`config.mk`:
```
export PLATFORM = sky130hd
export DESIGN_NAME = seg7_scan_driver
export DESIGN_NICKNAME = d
export VERILOG_FILES = /design/src/rtl/seg7_scan_driver.sv
export SDC_FILE = /design/constraint.sdc
export NUM_CORES = 1
export LEC_CHECK = 0
export CAP_MARGIN = 20
export CORE_AREA = 2 2 121 93
export CTS_CLUSTER_DIAMETER = 60
export DETAILED_ROUTE_END_ITERATION = 10
export DIE_AREA = 0 0 123 95
export PLACE_DENSITY = 0.46
export SLEW_MARGIN = 10
export SYNTH_ARGS = -nofsm -noshare
export SYNTH_HDL_FRONTEND = slang
export SYNTH_SLANG_ARGS = --single-unit
```
`constraint.sdc`:
```
create_clock -name clk -period 3.83 [get_ports clk]
set_input_delay 0.383 -clock clk [delete_from_list [all_inputs] [get_ports clk]]
set_output_delay 0.383 -clock clk [all_outputs]
set_load 0.05 [all_outputs]
```
`src/rtl/seg7_scan_driver.sv`:
```
// seg7_scan_driver: 4-digit common-anode multiplexed 7-segment scanner.
// Latches one BCD word per frame, blanks leading zeros, renders the sign
// as '-' (or as the digit-3 decimal point when no room) and inserts one
// dark cycle at every digit switch so no segment pattern ghosts.
module seg7_scan_driver #(
    parameter int REFRESH_DIV = 50000
) (
    input  logic        clk,
    input  logic        reset,
    input  logic        enable,
    input  logic [15:0] bcd_in,
    input  logic        negative,
    input  logic        blank_lz,
    output logic [3:0]  anodes,
    output logic [6:0]  segments,
    output logic        dp,
    output logic        frame_tick
);

    localparam int PW = (REFRESH_DIV > 2) ? $clog2(REFRESH_DIV) : 1;
    localparam logic [PW-1:0] PRE_MAX = PW'(REFRESH_DIV - 1);
    localparam logic [6:0] SEG_OFF   = 7'h7F;
    localparam logic [6:0] SEG_MINUS = 7'b0111111;

    logic [PW-1:0]   pre_q, pre_d;
    logic [1:0]      dig_q, dig_d;
    logic [15:0]     word_q, word_d;
    logic            neg_q, neg_d;
    logic [3:0]      anodes_q, anodes_d;
    logic [6:0]      segments_q, segments_d;
    logic            dp_q, dp_d;
    logic            frame_tick_q, frame_tick_d;

    logic            slot_end;
    logic            wrap;
    logic [3:0]      blank;
    logic [3:0][6:0] glyph;
    logic [3:0]      dp_n;

    // BCD nibble to active-low glyph; non-decimal nibbles show 'E'.
    function automatic logic [6:0] decode(input logic [3:0] nib);
        case (nib)
            4'd0:    decode = 7'b1000000;
            4'd1:    decode = 7'b1111001;
            4'd2:    decode = 7'b0100100;
            4'd3:    decode = 7'b0110000;
            4'd4:    decode = 7'b0011001;
            4'd5:    decode = 7'b0010010;
            4'd6:    decode = 7'b0000010;
            4'd7:    decode = 7'b1111000;
            4'd8:    decode = 7'b0000000;
            4'd9:    decode = 7'b0010000;
            default: decode = 7'b0000110;
        endcase
    endfunction

    // Scan counters and frame latch; enable low freezes the scan and
    // makes the latch transparent so re-enable starts with fresh data.
    always_comb begin
        slot_end     = (pre_q == PRE_MAX);
        wrap         = enable && slot_end && (dig_q == 2'd3);
        pre_d        = pre_q;
        dig_d        = dig_q;
        word_d       = word_q;
        neg_d        = neg_q;
        frame_tick_d = wrap;
        if (enable) begin
            pre_d = slot_end ? '0 : pre_q + 1'b1;
            if (slot_end)
                dig_d = dig_q + 2'd1;
        end
        if (!enable || wrap) begin
            word_d = bcd_in;
            neg_d  = negative;
        end
    end

    // Leading-zero blanking chain from the top digit down; digit 0 always shows.
    always_comb begin
        blank    = '0;
        blank[3] = blank_lz && (word_q[15:12] == 4'd0);
        for (int k = 2; k >= 1; k--)
            blank[k] = blank[k+1] && (word_q[4*k +: 4] == 4'd0);
    end

    // Per-digit glyph: the lowest blanked digit carries the minus sign.
    always_comb begin
        glyph = '0;
        dp_n  = 4'hF;
        glyph[0] = decode(word_q[3:0]);
        for (int k = 1; k < 4; k++) begin
            if (!blank[k])
                glyph[k] = decode(word_q[4*k +: 4]);
            else if (neg_q && !blank[k-1])
                glyph[k] = SEG_MINUS;
            else
                glyph[k] = SEG_OFF;
        end
        // No blanked digit to hold the sign: fall back to digit-3 dp.
        dp_n[3] = !(neg_q && !blank[3]);
    end

    // Output mux: dark when disabled, anodes dark during the dead-time cycle.
    always_comb begin
        anodes_d   = 4'hF;
        segments_d = SEG_OFF;
        dp_d       = 1'b1;
        if (enable) begin
            segments_d = glyph[dig_q];
            dp_d       = dp_n[dig_q];
            if (pre_q != '0)
                anodes_d = ~(4'b0001 << dig_q);
        end
    end

    // State and registered outputs, asynchronously cleared.
    always_ff @(posedge clk or posedge reset) begin
        if (reset) begin
            pre_q        <= '0;
            dig_q        <= '0;
            word_q       <= '0;
            neg_q        <= 1'b0;
            anodes_q     <= 4'hF;
            segments_q   <= SEG_OFF;
            dp_q         <= 1'b1;
            frame_tick_q <= 1'b0;
        end else begin
            pre_q        <= pre_d;
            dig_q        <= dig_d;
            word_q       <= word_d;
            neg_q        <= neg_d;
            anodes_q     <= anodes_d;
            segments_q   <= segments_d;
            dp_q         <= dp_d;
            frame_tick_q <= frame_tick_d;
        end
    end

    assign anodes     = anodes_q;
    assign segments   = segments_q;
    assign dp         = dp_q;
    assign frame_tick = frame_tick_q;

endmodule
```
==> results.sh <==
export IMPL_htree_num_levels=2
export IMPL_criticalPathCategory="register to register"
export IMPL_cp_num_buf_inv=1
export IMPL_die_area_um2=11700
export IMPL_cts_tree="yes"
export IMPL_dpl_cell_count=468
export IMPL_cts_resized=0
export IMPL_cts_max_path_buffers=2
export IMPL_antenna_found_initial=0
export IMPL_postCtsHoldBufs=0
export IMPL_clock_sinks=48
export IMPL_drcViolationCount=0
export IMPL_max_stage_delay_ps=510
export IMPL_ys_top_cells_by_count="dfrtp_1, ha_1, nor2_1, nand2_1, inv_1"
export IMPL_slowest_stage="or3b_2"
export IMPL_routed_top_layer="met4"
export IMPL_synth_cells=307
export IMPL_peakVddDrop_mv=0.197
export IMPL_io_buffers=33
export IMPL_drt_iter0_drc=138
export IMPL_dp_hpwl_mm=5.17
export IMPL_cp_top_family="simple AND/OR/NAND/NOR gates"
export IMPL_post_cts_buffers=0
export IMPL_yosysSeqAreaShare_pct=39.4
export IMPL_fmax_mhz=406
export IMPL_grt_overflow=0
export IMPL_vias=2324
export IMPL_hold_slack_ps=476
export IMPL_wl_met2_mm=2.82
export IMPL_num_antenna_cells=0
export IMPL_num_rows=33
export IMPL_yosys_warnings=0
export IMPL_ys_ff_latch=48
export IMPL_synth_top_area_share_pct=29.1
export IMPL_avgSynthCellArea_um2=10.1
export IMPL_crit_fanout=7
export IMPL_finalHoldViolCount=0
export IMPL_setup_violations=0
export IMPL_root_buffer="clkbuf_16"
export IMPL_design_core_area_um2=10700
export IMPL_fin_cells=477
export IMPL_start_util_pct=29.0
export IMPL_start_kind="register"
export IMPL_grt_usage_pct=12.8
export IMPL_grt_max_degree=49
export IMPL_r2r_start="word_q[9]"
export IMPL_io_pins=34
export IMPL_crit_chain="inv_1 -> ha_1 -> or3b_2 -> nor3_2 -> a211oi_1 -> o21ai_0"
export IMPL_ant_nets=0
export IMPL_maxSlewViolCount=0
export IMPL_die_h_um=95
export IMPL_synth_most_common_cell="dfrtp_1"
export IMPL_synth_area_leader_cell="dfrtp_1"
export IMPL_fin_skew_ps=5.20
export IMPL_grt_pass1_vias=2200
export IMPL_tightest_slew_ps=669
export IMPL_slew_headroom_pct=55.4
export IMPL_fin_crit_ps=2460
export IMPL_syn_num_nets=354
export IMPL_synth_cell_types=55
export IMPL_min_period_over_period_pct=64.3
export IMPL_totalNegativeSetupSlack_ps=0
export IMPL_wl_per_cell_um=15.0
export IMPL_crit_path_end_kind="register"
export IMPL_drive_above_1_share_pct=15.7
export IMPL_synth_edff_count=0
export IMPL_drt_met1_wl_mm=3.91
export IMPL_rsz0062_at_grt="false"
export IMPL_area_growth_syn_to_layout_pct=21.1
export IMPL_nFillCells=1058
export IMPL_synth_ff_type="dfrtp_1"
export IMPL_grt_pass1_wl_mm=11.4
export IMPL_cp_required_ps=4010
export IMPL_synth_area_um2=3090
export IMPL_synth_area_top_cells="dfrtp_1, ha_1, dfstp_2, mux2_4, nor2_1"
export IMPL_met3_length_um=322
export IMPL_status="finished clean"
export IMPL_drv_cap=0
export IMPL_dieWidth_um=123
export IMPL_final_cell_area_um2=3740
export IMPL_async_flop_share_pct=100
export IMPL_leakage_uw=0.00156
export IMPL_cp_startpoint="word_q[9]"
export IMPL_clkLatencyLatePin_ps=290
export IMPL_place_congestion=0.807
export IMPL_clk_pin_slew_ps=70
export IMPL_arrival_ps=2640
export IMPL_avgViaCountPerCell=4.87
export IMPL_power_density_nw_per_um2=413
export IMPL_hold_class="primary input to async pin"
export IMPL_drt_total_wl_mm=7.15
export IMPL_nets=383
export IMPL_placed_area_um2=3540
export IMPL_cts_buffers=5
export IMPL_first_pass_iters=4
[layout make-up]
type / count / area [um^2] / share of cell area, %
sequential: 48 / 1220 / 32.5
tap: 140 / 175 / 4.68
clock inverter: 2 / 38.8 / 1.04
inverter: 18 / 67.6 / 1.81
multi-input combinational: 228 / 1740 / 46.5
timing repair buffer: 35 / 365 / 9.76
clock buffer: 6 / 139 / 3.71
[worst reg2reg max path: stages, from the launching register on]
cell and delay, ps:
dfrtp_1 440, inv_1 150, ha_1 240, or3b_2 510
nor3_2 440, a211oi_1 210, o21ai_0 350
[sequential cells by signal (all words and copies together), names as in the netlist]
register,count
word_q,16
dp,1
neg_q,1
frame_tick,1
segments,7
pre_q,16
dig_q,2
anodes,4
[cells in the final DEF (no fill, tap or decap), drive strengths merged, types with 4 or more instances in the layout]
cell,instances
a211oi,6
a21oi,14
clkbuf,6
clkdlybuf4s50,33
dfrtp,36
dfstp,12
ha,26
inv,17
mux2,17
mux2i,5
nand2,18
nand2b,10
nand3,9
nand4,6
nor2,27
nor2b,6
nor3,6
nor4,4
o211ai,4
o21ai,14
o311ai,5
or2,4
xnor2,10
xor2,5
[metrics by stage]
stage	utilization, %	setup slack, ps	total power, uW
floorplan	-	1900	921
global placement	33.2	1110	1030
detailed placement	33.2	1060	1030
CTS	34.9	1380	1560
global route	35.1	1310	1640
finish	35.1	1370	1550
[power by group]
group	internal (uW)	total, uW	switching (uW)
clock network	327	524	197
registers	577	666	89.1
logic	164	356	192
[logic make-up after synthesis]
family,after synthesis,share of synthesized area (%)
AOI/OAI and AO/OA,60,13.5
and+or+nand+nor,105,19.1
xor gates and xnor gates,15,4.25
adders and majority gates,26,10.5
muxes,22,8.91
buffers and inverters,31,4.33
DFF,48,39.4
[layer usage]
layer  vias to the layer above  track usage, %
met5                         -               0
met4                         0            3.88
met3                         7            3.14
met2                        51            17.0
met1                      1120            19.7
li1                       1146               -
[path summary, 6_finish.rpt]
path / end / slack (ps) / cells after the start
hold / removal: neg_q / 480 / 2
min in group clk: pre_q[15] / 530 / 1
max in group asynchronous: segments[4] / 2760 / 3
setup reg to reg: segments[0] / 1370 / 6
hold reg to reg: pre_q[15] / 530 / 1
setup / recovery: segments[0] / 1370 / 6
No activity file was read; power rests on OpenSTA's default activity.
